$ cat src/rtl/mult_result_mem.sv
`default_nettype none
// ============================================================================
// mult_result_mem : result store for the multiplier, with per-entry valid bits,
//                   write-first reads, fill counting and sticky error flags.
// Revision 1.0
// ============================================================================
module mult_result_mem #(
    parameter int LOGDEPTH = 6,
    parameter int WIDTH    = 32
) (
    input  logic                clk,
    input  logic                rst_n,
    input  logic                EN_writeMem,
    input  logic [LOGDEPTH-1:0] writeMem_addr,
    input  logic [WIDTH-1:0]    writeMem_val,
    input  logic                EN_readMem,
    input  logic [LOGDEPTH-1:0] readMem_addr,
    output logic [WIDTH-1:0]    readMem_val,
    output logic                readMem_valid,
    input  logic                clr_valid,
    output logic [LOGDEPTH:0]   wr_count,
    output logic                mem_full,
    output logic                err_unwritten,
    output logic                err_overwrite
);

    localparam int               DEPTH   = 1 << LOGDEPTH;
    localparam logic [LOGDEPTH:0] c_one   = {{LOGDEPTH{1'b0}}, 1'b1};
    localparam logic [LOGDEPTH:0] c_depth = {1'b1, {LOGDEPTH{1'b0}}};

    logic [WIDTH-1:0]    r_mem [DEPTH];
    logic [DEPTH-1:0]    r_valid;
    logic [WIDTH-1:0]    r_rd_val;
    logic                r_rd_valid;
    logic [LOGDEPTH:0]   r_wr_count;
    logic                r_err_unw;
    logic                r_err_ovw;

    logic                w_collide;
    logic                w_rd_hit;
    logic [WIDTH-1:0]    w_rd_data;
    logic                w_wr_new;

    // Reads see pre-clear valid bits; a same-address write forwards its data.
    always_comb begin
        w_collide = EN_writeMem && (writeMem_addr == readMem_addr);
        w_rd_hit  = w_collide || r_valid[readMem_addr];
        if (w_collide)
            w_rd_data = writeMem_val;
        else if (r_valid[readMem_addr])
            w_rd_data = r_mem[readMem_addr];
        else
            w_rd_data = '0;
        w_wr_new  = EN_writeMem && (clr_valid || !r_valid[writeMem_addr]);
    end

    always_ff @(posedge clk) begin
        if (rst_n && EN_writeMem)
            r_mem[writeMem_addr] <= writeMem_val;
    end

    always_ff @(posedge clk) begin
        if (!rst_n) begin
            r_valid    <= '0;
            r_rd_val   <= '0;
            r_rd_valid <= 1'b0;
            r_wr_count <= '0;
            r_err_unw  <= 1'b0;
            r_err_ovw  <= 1'b0;
        end else begin
            r_rd_valid <= EN_readMem;
            if (EN_readMem)
                r_rd_val <= w_rd_data;

            // Clear first, then the write lands on the freshly cleared map.
            if (clr_valid)
                r_valid <= '0;
            if (EN_writeMem)
                r_valid[writeMem_addr] <= 1'b1;

            if (clr_valid)
                r_wr_count <= EN_writeMem ? c_one : '0;
            else if (w_wr_new)
                r_wr_count <= r_wr_count + c_one;

            if (clr_valid)
                r_err_ovw <= 1'b0;
            else if (EN_writeMem && r_valid[writeMem_addr])
                r_err_ovw <= 1'b1;

            if (clr_valid)
                r_err_unw <= 1'b0;
            else if (EN_readMem && !w_rd_hit)
                r_err_unw <= 1'b1;
        end
    end

    assign readMem_val   = r_rd_val;
    assign readMem_valid = r_rd_valid;
    assign wr_count      = r_wr_count;
    assign mem_full      = (r_wr_count == c_depth);
    assign err_unwritten = r_err_unw;
    assign err_overwrite = r_err_ovw;

endmodule
`default_nettype wire

$ cat config.mk
export PLATFORM = sky130hd
export DESIGN_NAME = mult_result_mem
export DESIGN_NICKNAME = d
export VERILOG_FILES = /design/src/rtl/mult_result_mem.sv
export SDC_FILE = /design/constraint.sdc
export NUM_CORES = 2
export LEC_CHECK = 0
export CAP_MARGIN = 20
export CORE_MARGIN = 2
export CORE_UTILIZATION = 53
export CTS_CLUSTER_DIAMETER = 100
export DETAILED_ROUTE_END_ITERATION = 12
export MAX_ROUTING_LAYER = met4
export PLACE_DENSITY_LB_ADDON = 0.2
export RECOVER_POWER = 50
export SYNTH_ARGS = -nofsm -noshare
export SYNTH_HDL_FRONTEND = slang
export SYNTH_SLANG_ARGS = --single-unit
$ cat constraint.sdc
create_clock -name clk -period 3.76 [get_ports clk]
set_clock_uncertainty 0.05 [all_clocks]
set_input_delay 0.376 -clock clk [delete_from_list [all_inputs] [get_ports clk]]
set_output_delay 0.376 -clock clk [all_outputs]
set_load 0.02 [all_outputs]
* Word-level counts from Yosys, hierarchy flattened *
Memories as Yosys holds them, arrays and structs flattened.
Index checks and enable logic that the tools add are counted.

cells by class
  add/subtract/negate cells = 1
  magnitude comparators = 3
  equal/unequal tests = 2
  muxes and demuxes = 16
  bitwise gates (word level) = 2
  reduce and logical (&&, ||, !) cells = 12

operator list
  kind                                                                                  number
  64-bit 2-to-1 mux                                                                     3
  32-bit 2-to-1 mux                                                                     2
  64-bit bitwise OR                                                                     1
  6-bit by 7-bit less-than comparator with 1-bit output (second input constant)         2
  7-bit 2-to-1 mux                                                                      2
  1-bit binary-select mux with 6-bit select                                             2
  7-bit by 1-bit adder with 7-bit output (second input constant)                        1
  7-bit == test (second input constant)                                                 1
  1-bit demux with 6-bit select                                                         1
  6-bit == test                                                                         1
  6-bit by 1-bit greater-or-equal comparator with 1-bit output (second input constant)  1
  1-bit logical AND                                                                     6
  1-bit 2-to-1 mux                                                                      6
  1-bit zero test                                                                       2
  1-bit logical OR                                                                      2
  2-bit nonzero test                                                                    1
  2-bit OR reduction                                                                    1
  1-bit NOT                                                                             1

storage, ports and cells
  register bits = 106
  RAM bits = 2048
  logic and storage cells = 43
  memories kept = 1

memories
  name   depth  width  read ports  clocked after memory_dff  wr ports  line  source
  r_mem  64     32     1           0                         1         31    logic [WIDTH-1:0] r_mem [DEPTH];

* Depth between registers and ports, before layout *
  depth in word-level cells = 7
  depth in mapped cells = 13

* Worst setup path before layout *
OpenSTA, ideal clock, no wires.

  path kind = input to register
  from = input port writeMem_addr[0]
  to = memory r_mem[31][0], enable pin
  library setup time = 0.423 ns
  arrival time = 2.768 ns
  data required time = 3.287 ns
  slack = 0.519 ns
  stages = 6
  buffers on the path = 2
  cell sequence = buf_2 > buf_2 > inv_1 > nor2_1 > nand3_1 > nor2_1

RTL lines
  item         line  source
  from (decl)  14    input logic [LOGDEPTH-1:0] writeMem_addr,
  to (decl)    31

No word-level cell before the write port.

==> qor.yml <==
routing:
  drc: 0
  postRouteAntennaNets: 0
  drt_iter0_drc: 5172
  totalWireLength_um: 210000
  first_pass_iters: 5
  vias_per_cell: 6.50
  vias: 41855
  wl_per_cell_um: 32.6
logic_synthesis:
  ys_top_cells_by_area: "edfxtp_1 74%, mux4_2 13%, dfxtp_1 2.6%"
  netlist_area_sq_um: 82900
  synth_seq_area_share: 0.767
  ys.flop_type: "edfxtp_1"
  synth_cell_types: 68
  synth.most_common_cell: "edfxtp_1"
  syn_nets: 3919
  synth_area_leader_cell: "edfxtp_1"
  yosys_warnings: 0
  synth-seq-cells: 2154
  syn_inst: 3868
  synth-edff-count: 2048
  async_flop_share: 0
  synth_top_area_share: 0.742
  yosys-top-cells-count: "2,048 x edfxtp_1, 478 x mux4_2, 208 x a22oi_1"
  avgSynthCellArea_sq_um: 21.4
clock_tree:
  htree_levels: 4
  cts-resized-gates: 0
  clk_latency_ns: 0.85
  cts_buffers: 211
  clockRootBuffer: "clkbuf_16"
  hold_buffers: 9
  cts_setup_buffers: 0
  clk_pin_slew_ns: 0.06
  cts_sinks: 2154
  cts_tree: "built"
  cts_buffer_depth: 3
critical_path:
  critPathArrivalTime_ns: 4.30
  crit_type: "input port to register"
  crit_required_ns: 4.50
  cp-end-kind: "register"
  r2r_cells: 7
  cp_max_fo: 64
  cp-start-kind: "input port"
  rrSetupSlack_ns: 1.04
  r2r_start: "r_valid[34]$_SDFF_PN0_"
  r2r_end: "readMem_val[4]$_SDFFE_PN0P_"
place:
  place_hpwl_um: 121000
  placed_cell_area_sq_um: 88300
  io_buffers: 91
  dp_cells: 6024
  gp_congestion: 0.882
global_routing:
  grt_max_degree: 86
  grt_pass1_wl_um: 300000
  grt_pass1_vias: 41168
  grt_usage: 0.275
  antenna_found_initial: 8
  overflow: 0
timing:
  drv_slew: 1561
  hold_viol: 0
  min_period_ns: 3.56
  final.setup.tns_ns: 0
  fin_crit_sh: 0.947
  worst_pin_slew_ns: 2.99
  fin_hold_ws_ns: 0.0908
  rsz0062_at_grt: "false"
  setup_viol: 0
  max_freq_ghz: 0.281
  slew-limit-headroom: -0.995
hold_path:
  hold_end: "readMem_val[28]$_SDFFE_PN0P_"
  hold_depth: 2
  min_path_type: "input port to register"
  hold_start: "EN_readMem"
run_status:
  status: "finished, violations left"
  violations: "capacitance limit, slew limit"
layout:
  drive_above_1_share: 0.250
  design_area_sq_um: 95200
  area_growth_pct: 14.9
  instances_no_fill: 6444
  nFillCells: 10771
  final_nets: 4261
floorplanning:
  die_area_sq_um: 160000
  dieHeight_um: 399
  die_w_um: 399
  start_util: 0.532
  io_pins: 92
  coreArea_sq_um: 156000
  rows: 145
power:
  peakVddDrop_mv: 0.564
  p_per_area_nw_per_um2: 525
  leakagePower_nw: 30.2
flow_run:
  drv_cap: 33
## registers in the layout, summed over array words and instances (netlist names)
signal / cells
err_overwrite: 1
err_unwritten: 1
r_mem: 2048
r_valid: 64
readMem_val: 32
readMem_valid: 1
wr_count: 7
## cell families (layout without fill, tap and decap cells)
logic type,Yosys count,in the layout,synth area share
compound gates,566,566,0.0461
buf+inv,245,761,0.0179
xor+xnor,7,7,0.000740
fa+ha+maj,2,2,0.000302
mux,599,599,0.150
other cells,0,2,0
flops,2154,2154,0.767
simple gates,295,295,0.0176
## worst max-delay path by stage
stage	from	end	slack [ns]	cells after the start
2_1_floorplan	writeMem_addr[0]	r_mem[31][0]$_DFFE_PP_	0.52	6
6_report	rst_n	r_valid[10]$_SDFF_PN0_	0.20	7
4_1_cts	wr_count[0]$_SDFFE_PN0P_	mem_full	0.37	5
3_5_place_dp	readMem_addr[4]	readMem_val[15]$_SDFFE_PN0P_	0.18	9
5_1_grt	rst_n	r_valid[25]$_SDFF_PN0_	0.18	7
3_3_place_gp	readMem_addr[4]	readMem_val[8]$_SDFFE_PN0P_	0.33	9
## power breakdown
| group | switching (mW) | internal, mW |
|---|---|---|
| Clock | 8.90 | 12.2 |
| Sequential | 0.0622 | 26.4 |
| Combinational | 1.54 | 0.905 |
## through the flow
stage	total power, mW	setup slack, ns	utilization
2_1_floorplan	28.2	0.519	-
3_3_place_gp	29.3	0.331	0.566
3_5_place_dp	29.4	0.183	0.566
4_1_cts	50.2	0.372	0.612
5_1_grt	51.3	0.177	0.611
6_report	50.0	0.201	0.611
## final cells by class
| cell class | instances | area (sq um) | share of cell area |
|---|---|---|---|
| inverters | 10 | 37.5 | 0.000394 |
| well taps | 2058 | 2570 | 0.0270 |
| repair buffers | 364 | 3750 | 0.0394 |
| multi-input cells | 1469 | 18300 | 0.192 |
| flip-flops and latches | 2154 | 63600 | 0.668 |
| clock buffers | 273 | 5690 | 0.0597 |
| diodes | 2 | 5.00 | 0.0000526 |
| clock inverters | 114 | 1270 | 0.0134 |
## cell usage in the layout, fill, tap and decap left out, types with 36 or more instances in the layout
master,count
buf_12,90
clkbuf_16,213
a31oi_1,37
a21o_1,64
nand2_1,64
clkdlybuf4s50_1,53
clkinv_1,36
mux2i_1,75
buf_4,116
clkinv_2,36
edfxtp_1,2048
dfxtp_1,106
mux4_2,478
clkbuf_1,128
nor2_1,37
a21oi_1,136
a22oi_1,208
o21ai_0,50
nor2_4,62
## layer usage
metal,vias up,GRT usage,part of all wire
met5,-,-,0
met4,0,0.0677,0.021
met3,292,0.0643,0.095
met2,2062,0.414,0.48
met1,22394,0.385,0.40
li1,17107,-,-
## critical path, cell delays in order
cell           delay, ns
dlygate4sd3_1       0.53
buf_2               0.24
clkbuf_1            1.52
inv_1               0.58
nor2_4              0.19
buf_4               0.56
a21o_1              0.22
No activity file was read; power rests on OpenSTA's default activity.
